--- src/rtl/note_cmd_unit.sv ---
// ============================================================================
// Module      : note_cmd_unit
// Description : Decodes write_32 command words into tone period, gate and
//               envelope pulses, with tick-paced glide between notes.
// Revision    : 1.0 - initial release
// ============================================================================
`default_nettype none

module note_cmd_unit #(
    parameter int unsigned TICK_DIV_RST = 1000
) (
    input  logic        clk,
    input  logic        rst_b,
    input  logic [31:0] cmd_data,
    input  logic        cmd_valid,
    output logic        cmd_ready,
    output logic [22:0] period,
    output logic        gate,
    output logic        note_on,
    output logic        note_off,
    output logic        bad_cmd
);

    typedef enum logic [1:0] {
        S_IDLE   = 2'd0,
        S_DECODE = 2'd1,
        S_GLIDE  = 2'd2
    } state_t;

    localparam logic [3:0] c_OP_NOTE  = 4'h0;
    localparam logic [3:0] c_OP_GLIDE = 4'h1;
    localparam logic [3:0] c_OP_TICK  = 4'h2;

    state_t      r_state, w_state_nxt;
    logic        r_ready;
    logic [3:0]  r_op;
    logic [22:0] r_arg;
    logic        r_from_glide;
    logic [22:0] r_period, r_target;
    logic        r_gate, r_note_on, r_note_off, r_bad_cmd;
    logic [15:0] r_step;
    logic [19:0] r_div, r_cnt;

    logic        w_accept, w_tick, w_unused;
    logic [19:0] w_div_eff, w_tick_last;
    logic [22:0] w_diff, w_move, w_glide_period, w_period_cur;
    logic [22:0] w_d_period, w_d_target;
    logic        w_d_gate, w_d_on, w_d_off, w_d_bad;
    logic [15:0] w_d_step;
    logic [19:0] w_d_div;

    assign w_unused    = ^cmd_data[27:23];
    assign w_accept    = cmd_valid & r_ready;
    assign w_div_eff   = (r_div == 20'd0) ? 20'd1 : r_div;
    assign w_tick_last = w_div_eff - 20'd1;
    // >= rather than == so a tick_div shrunk mid-glide still wraps promptly
    assign w_tick      = (r_state == S_GLIDE) && (r_cnt >= w_tick_last);

    assign w_diff         = (r_period < r_target) ? (r_target - r_period) : (r_period - r_target);
    assign w_move         = ({7'd0, r_step} < w_diff) ? {7'd0, r_step} : w_diff;
    assign w_glide_period = (r_period < r_target) ? (r_period + w_move) : (r_period - w_move);
    assign w_period_cur   = w_tick ? w_glide_period : r_period;

    always_comb begin
        w_d_period = r_period;
        w_d_target = r_target;
        w_d_gate   = r_gate;
        w_d_on     = 1'b0;
        w_d_off    = 1'b0;
        w_d_bad    = 1'b0;
        w_d_step   = r_step;
        w_d_div    = r_div;
        case (r_op)
            c_OP_NOTE: begin
                if (r_arg != 23'd0) begin
                    w_d_target = r_arg;
                    if (!r_gate) begin
                        w_d_period = r_arg;
                        w_d_gate   = 1'b1;
                        w_d_on     = 1'b1;
                    end else if (r_step == 16'd0) begin
                        w_d_period = r_arg;
                    end
                end else if (r_gate) begin
                    // release keeps sounding at the current pitch
                    w_d_gate   = 1'b0;
                    w_d_off    = 1'b1;
                    w_d_target = r_period;
                end
            end
            c_OP_GLIDE: w_d_step = r_arg[15:0];
            c_OP_TICK:  w_d_div  = r_arg[19:0];
            default:    w_d_bad  = 1'b1;
        endcase
    end

    always_comb begin
        w_state_nxt = r_state;
        case (r_state)
            S_IDLE: begin
                if (w_accept) w_state_nxt = S_DECODE;
            end
            S_DECODE: begin
                w_state_nxt = (w_d_period != w_d_target) ? S_GLIDE : S_IDLE;
            end
            S_GLIDE: begin
                if (w_accept)                        w_state_nxt = S_DECODE;
                else if (w_period_cur == r_target)   w_state_nxt = S_IDLE;
            end
            default: w_state_nxt = S_IDLE;
        endcase
    end

    always_ff @(posedge clk or negedge rst_b) begin
        if (!rst_b) begin
            r_state      <= S_IDLE;
            r_ready      <= 1'b0;
            r_op         <= 4'd0;
            r_arg        <= 23'd0;
            r_from_glide <= 1'b0;
            r_period     <= 23'd0;
            r_target     <= 23'd0;
            r_gate       <= 1'b0;
            r_note_on    <= 1'b0;
            r_note_off   <= 1'b0;
            r_bad_cmd    <= 1'b0;
            r_step       <= 16'd0;
            r_div        <= 20'(TICK_DIV_RST);
            r_cnt        <= 20'd0;
        end else begin
            r_state    <= w_state_nxt;
            r_ready    <= (w_state_nxt != S_DECODE);
            r_note_on  <= 1'b0;
            r_note_off <= 1'b0;
            r_bad_cmd  <= 1'b0;
            if (w_accept) begin
                r_op         <= cmd_data[31:28];
                r_arg        <= cmd_data[22:0];
                r_from_glide <= (r_state == S_GLIDE);
            end
            if (r_state == S_GLIDE) begin
                if (w_tick) begin
                    r_cnt    <= 20'd0;
                    r_period <= w_glide_period;
                end else begin
                    r_cnt <= r_cnt + 20'd1;
                end
            end
            if (r_state == S_DECODE) begin
                r_period   <= w_d_period;
                r_target   <= w_d_target;
                r_gate     <= w_d_gate;
                r_note_on  <= w_d_on;
                r_note_off <= w_d_off;
                r_bad_cmd  <= w_d_bad;
                r_step     <= w_d_step;
                r_div      <= w_d_div;
                // a retarget mid-glide keeps the tick phase running
                if (!r_from_glide) r_cnt <= 20'd0;
            end
        end
    end

    assign cmd_ready = r_ready;
    assign period    = r_period;
    assign gate      = r_gate;
    assign note_on   = r_note_on;
    assign note_off  = r_note_off;
    assign bad_cmd   = r_bad_cmd;

endmodule

`default_nettype wire

--- config.mk ---
export PLATFORM = sky130hd
export DESIGN_NAME = note_cmd_unit
export DESIGN_NICKNAME = d
export VERILOG_FILES = /design/src/rtl/note_cmd_unit.sv
export SDC_FILE = /design/constraint.sdc
export NUM_CORES = 1
export LEC_CHECK = 0
export CAP_MARGIN = 20
export CORE_MARGIN = 2
export CORE_UTILIZATION = 40
export DETAILED_ROUTE_END_ITERATION = 8
export GPL_TIMING_DRIVEN = 0
export PLACE_DENSITY = 0.57
export SLEW_MARGIN = 10
export SYNTH_ARGS = -nofsm -noshare
export SYNTH_HDL_FRONTEND = slang
export SYNTH_SLANG_ARGS = --single-unit
--- constraint.sdc ---
create_clock -name clk -period 10.9 [get_ports clk]
set_input_delay 1.635 -clock clk [delete_from_list [all_inputs] [get_ports clk]]
set_output_delay 1.635 -clock clk [all_outputs]
set_load 0.01 [all_outputs]
Yosys cells after proc, flatten, opt, wreduce, memory -nomap -nowiden

Index checks and enable logic that the tools add are counted.

Order comparisons: 3
Add/sub/neg operators: 6
Equality and inequality tests: 7
Bitwise operators: 1
Reduce and logical (&&, ||, !) cells: 11
Mux-type cells: 34

Operators by type and width:

| cell                  | count |
|---|---|
| $mux 23               | 13 |
| $mux 20               | 5 |
| $sub 23x23->23        | 3 |
| $add 23x23->23        | 1 |
| $eq 23x23->1          | 1 |
| $lt 16x23->1          | 1 |
| $lt 23x23->1          | 1 |
| $ne 23x23->1          | 1 |
| $reduce_bool 23->1    | 1 |
| $add 20x1->20 const B | 1 |
| $ge 20x20->1          | 1 |
| $logic_not 20->1      | 1 |
| $sub 20x1->20 const B | 1 |
| $logic_not 16->1      | 1 |
| $mux 1                | 11 |
| $mux 2                | 4 |
| $pmux 2 s3            | 1 |
| $reduce_and 2->1      | 3 |
| $eq 4x1->1 const B    | 1 |
| $eq 4x2->1 const B    | 1 |
| $logic_not 4->1       | 1 |
| $reduce_or 3->1       | 1 |
| $eq 2x1->1 const B    | 1 |
| $eq 2x2->1 const B    | 1 |
| 5 further kinds       | 5 |

Bits in registers: 137
Output and inout port bits: 28

Depth between registers and ports, before layout

Depth after elaboration: 12
Depth in mapped cells: 47
Depth with buffers taken out: 43

Worst setup path after synthesis

No wires, ideal clock.

Path kind: reg-to-reg
Start: register r_period[13], in the netlist period[13]
End: register r_ready, in the netlist cmd_ready
Data required time: 10.768 ns
Setup slack: 1.484 ns
Clock period less this slack: 9.416 ns
Arrival time: 9.285 ns
Path buffers: 5
Stages on the path, launching flop included: 46
Path through: dfrtp_1 inv_1 ha_1 buf_6 o21ai_1 nor2_1 or3_4 o21a_4 buf_6 nor2_4 clkbuf_1 mux2i_1 ha_1 o21ai_0 nand2b_1 a21oi_1 o21ai_0 a2111o_1 [10 not listed] and3_1 nand3_1 a21oi_1 nor2_1 xor2_1 ha_1 or2_1 a21o_1 a32o_1 a31oi_1 xnor2_1 xnor2_1 or3b_1 a221o_1 nor4_1 or4b_4 a31oi_2 or3b_1

Word-level cells in the longest chain between the ends: 12
Elaborated cells between the ends (all ways): 24

RTL lines:

| what                                                    | RTL line | text |
|---|---|---|
| from (decl)                                             | 39       | `logic [22:0] r_period, r_target;` |
| from (signal assigned)                                  | 144      | `r_period <= w_glide_period;` |
| from (signal assigned)                                  | 150      | `r_period <= w_d_period;` |
| $sub 23x23->23 / $lt 23x23->1 (equally long branches)   | 59, 61   |  |
| $mux 23                                                 | 59       | `assign w_diff = (r_period < r_target) ? (r_target - r_period) : (r_period - r_target);` |
| $lt 16x23->1                                            | 60       | `assign w_move = ({7'd0, r_step} < w_diff) ? {7'd0, r_step} : w_diff;` |
| $mux 23                                                 | 60       |  |
| $sub 23x23->23 / $add 23x23->23 (equally long branches) | 61       | `assign w_glide_period = (r_period < r_target) ? (r_period + w_move) : (r_period - w_move);` |
| $mux 23                                                 | 61       |  |
| $mux 23                                                 | -        |  |
| $eq 23x23->1                                            | 108      | `else if (w_period_cur == r_target) w_state_nxt = S_IDLE;` |
| $mux 2                                                  | 108      |  |
| $mux 2                                                  | 107      | `if (w_accept) w_state_nxt = S_DECODE;` |
| $pmux 2 s3 (*)                                          | 99       | `case (r_state)` |
| $ne 2x1->1 (*)                                          | 132      | `r_ready <= (w_state_nxt != S_DECODE);` |
| to (signal assigned)                                    | 132      |  |
| to (decl)                                               | 35       | `logic r_ready;` |

Every way passes the cells marked *; elsewhere a longest branch is shown, timed or not.
A chain may end at the register's enable or synchronous reset.

Worst setup path in the final report

Start: register r_period[12], in the netlist period[12]
End: register r_ready, in the netlist cmd_ready

Same word-level chain as after synthesis.

==> results.ini <==
[finish]
final_util_pct=47.3
fin_area_um2=15700
drive_gt1_share_pct=15.2
diodes=0
fill_cells=3234
syn2layout_area_growth_pct=17.4
final_nets=1824

[run]
cap_violations=0

[clock_network]
cts_root_buf=clkbuf_16
cts_buffers=17
htree_levels=4
holdBufCountCts=0
clockBufferDepth=2
clock_latency_ns=0.43
clkTransAtPathRegs_ns=0.06
cts_tree=built
cts.sinks=137

[die]
fp.dieW_um=187
start_util_pct=40.3
pin_count=63
design.core.area_um2=33300
num_rows=67
dieArea_um2=35000
die_h_um=187

[global_routing]
grt_pass1_vias=12100
grt_pass1_wl_um=73900
track_usage_pct=27.5
grt_antenna_before_repair=0
grt_max_degree=77
grt.overflow.total=0

[place]
port_buffers=57
dp_hpwl_um=38100
post_dp_cell_area_um2=14600
place.gp.congestion=0.952

[route]
final_antenna_net_count=0
first_iter_violations=1418
vias_per_cell=6.05
route.detailed.drc=0
dr_total_vias=12900
post_drt_wl_per_cell_um=22.9
drt-total-wl_um=49000
drt_first_pass_iters=5

[worst_setup_path]
crit_path_top_delay_cell=nor3_1
critPathArrivalTime_ns=10.86
setup.worst_path.start_class=flop
slowest_delay_ns=0.57
worst-setup-path-type=reg -> reg
cp_max_fo=10
critPathCaptureType=flop
critPathRequiredTime_ns=11.20

[sta]
maxSlewViolCount=0
layout_worst_path_cycle_share_pct=96.9
skew_ns=0.00817
fmax_mhz=94.7
hold-worst-slack_ns=0.529
worst_slew_pin_slew_ns=1.11
setup_viol=0
period_minus_slack_ns=10.56
finalHoldViolCount=0
slew-limit-headroom_pct=26.1

[yosys]
synth_top_area_share_pct=24.5
synth_cells=1563
synth_ff_type=dfrtp_1
synth_edf_count=0
synth_area_leaders=dfrtp_1 (24%), ha_1 (10%), mux2_2 (5.3%), xnor2_1 (5.0%), mux2i_1 (4.4%)
ys_types=96
synth_area_leader_cell=dfrtp_1
syn_avg_cell_area_um2=8.57
synth_area_um2=13400
yosysWarningCount=0
ys_ff_latch=137
syn_nets=1710
yosysSeqAreaShare_pct=25.6
synth-async-reset-ratio_pct=100

[run_status]
status=complete, no violations

[hold_path]
hold_class=reg -> reg

## per-layer routing
metal	share of wire [%]	GRT usage, %	vias up
li1	-	-	5985
met1	46	40.0	6341
met2	44	42.1	534
met3	7.4	4.71	72
met4	2.3	6.78	0
met5	0	0	-
## state kept, by name, summed over array words and instances, names as in the netlist
signal	flops
bad_cmd	1
cmd_ready	1
gate	1
note_off	1
note_on	1
period	23
r_arg	23
r_cnt	20
r_div	20
r_from_glide	1
r_op	4
r_state	2
r_step	16
r_target	23
## final timing paths
path / end / slack, ns / start / cells past startpoint
max: cmd_ready$_DFF_PN0_ / 0.34 / period[12]$_DFFE_PN0P_ / 37
min: r_div[0]$_DFFE_PN0P_ / 0.53 / r_div[0]$_DFFE_PN0P_ / 1
max reg2reg: cmd_ready$_DFF_PN0_ / 0.34 / period[12]$_DFFE_PN0P_ / 37
min reg2reg: r_div[0]$_DFFE_PN0P_ / 0.53 / r_div[0]$_DFFE_PN0P_ / 1
max in group asynchronous: r_target[16]$_DFFE_PN0P_ / 8.91 / rst_b / 2
min in group asynchronous: r_cnt[6]$_DFF_PN0_ / 1.18 / rst_b / 1
## synth_stat cells (all sizes together) (12+ instances only)
cell type	instances
mux2i	59
nand3	23
ha	109
a21o	31
dfrtp	131
a31oi	23
o22a	25
buf	35
o211ai	18
nand2	78
and2	12
nor3	35
o21ai	120
o21a	18
xnor2	76
o22ai	17
and3	14
mux2	63
nor2	133
nand2b	17
nor4	21
inv	81
clkbuf	46
xor2	52
a21oi	103
nand4	34
a211oi	20
## worst max-delay path: cells and delay by family (launching register included)
| kind | cells | cell delay [ns] |
|---|---|---|
| XOR/XNOR | 1 | 0.22 |
| adder cells (fa/ha/maj) | 4 | 1.13 |
| buffers and inverters | 5 | 0.74 |
| AND/OR/NAND/NOR | 15 | 4.26 |
| AO/OA/AOI/OAI | 12 | 3.57 |
| flip-flops | 1 | 0.49 |
## kinds of logic after synthesis
group                    synth area share (%)
AO/OA/AOI/OAI                            23.5
XOR/XNOR                                 9.04
adder cells (fa/ha/maj)                  10.6
buffers and inverters                    5.03
flip-flops                               25.6
multiplexers                             9.70
AND/OR/NAND/NOR                          16.5
## final cells by class
cell class                      count  area, um2  share of cell area (%)
Sequential cell                   137       3470                    22.0
Clock buffer                       21        450                    2.86
Inverter                           81        304                    1.93
Tap cell                          448        561                    3.56
Clock inverter                     11        194                    1.23
Multi-Input combinational cell   1264       9470                    60.2
Timing Repair Buffer               96        885                    5.62
Buffer                             80        395                    2.51
## metrics by stage
step	setup TNS [ns]	setup slack, ns	cells
floorplan	0	1.48	1563
global placement	-5.43	-1.69	2068
global route	-0.0422	-0.0422	2138
finish	0	0.343	2138
CTS	0	0.000448	2104
detailed placement	-5.77	-1.77	2070
## cells in the final DEF (no fill, tap or decap), types with 51 or more instances in the layout
master	instances
a21oi_1	99
clkdlybuf4s50_1	56
dfrtp_1	106
ha_1	106
inv_1	80
mux2_2	63
mux2i_1	58
nand2_1	77
nor2_1	130
o21ai_0	108
xnor2_1	75
xor2_1	51
## repair_timing
item,CTS,global route
hold endpoints to repair,0,0
pin swaps,3,7
gates resized for setup,16,65
gates cloned,0,0
endpoints found under the setup margin,5,3
buffers inserted,2,35
Power is left out: the tool's default activity adds up to more than one toggle a clock period on the data nets, which glitch-free logic cannot reach.
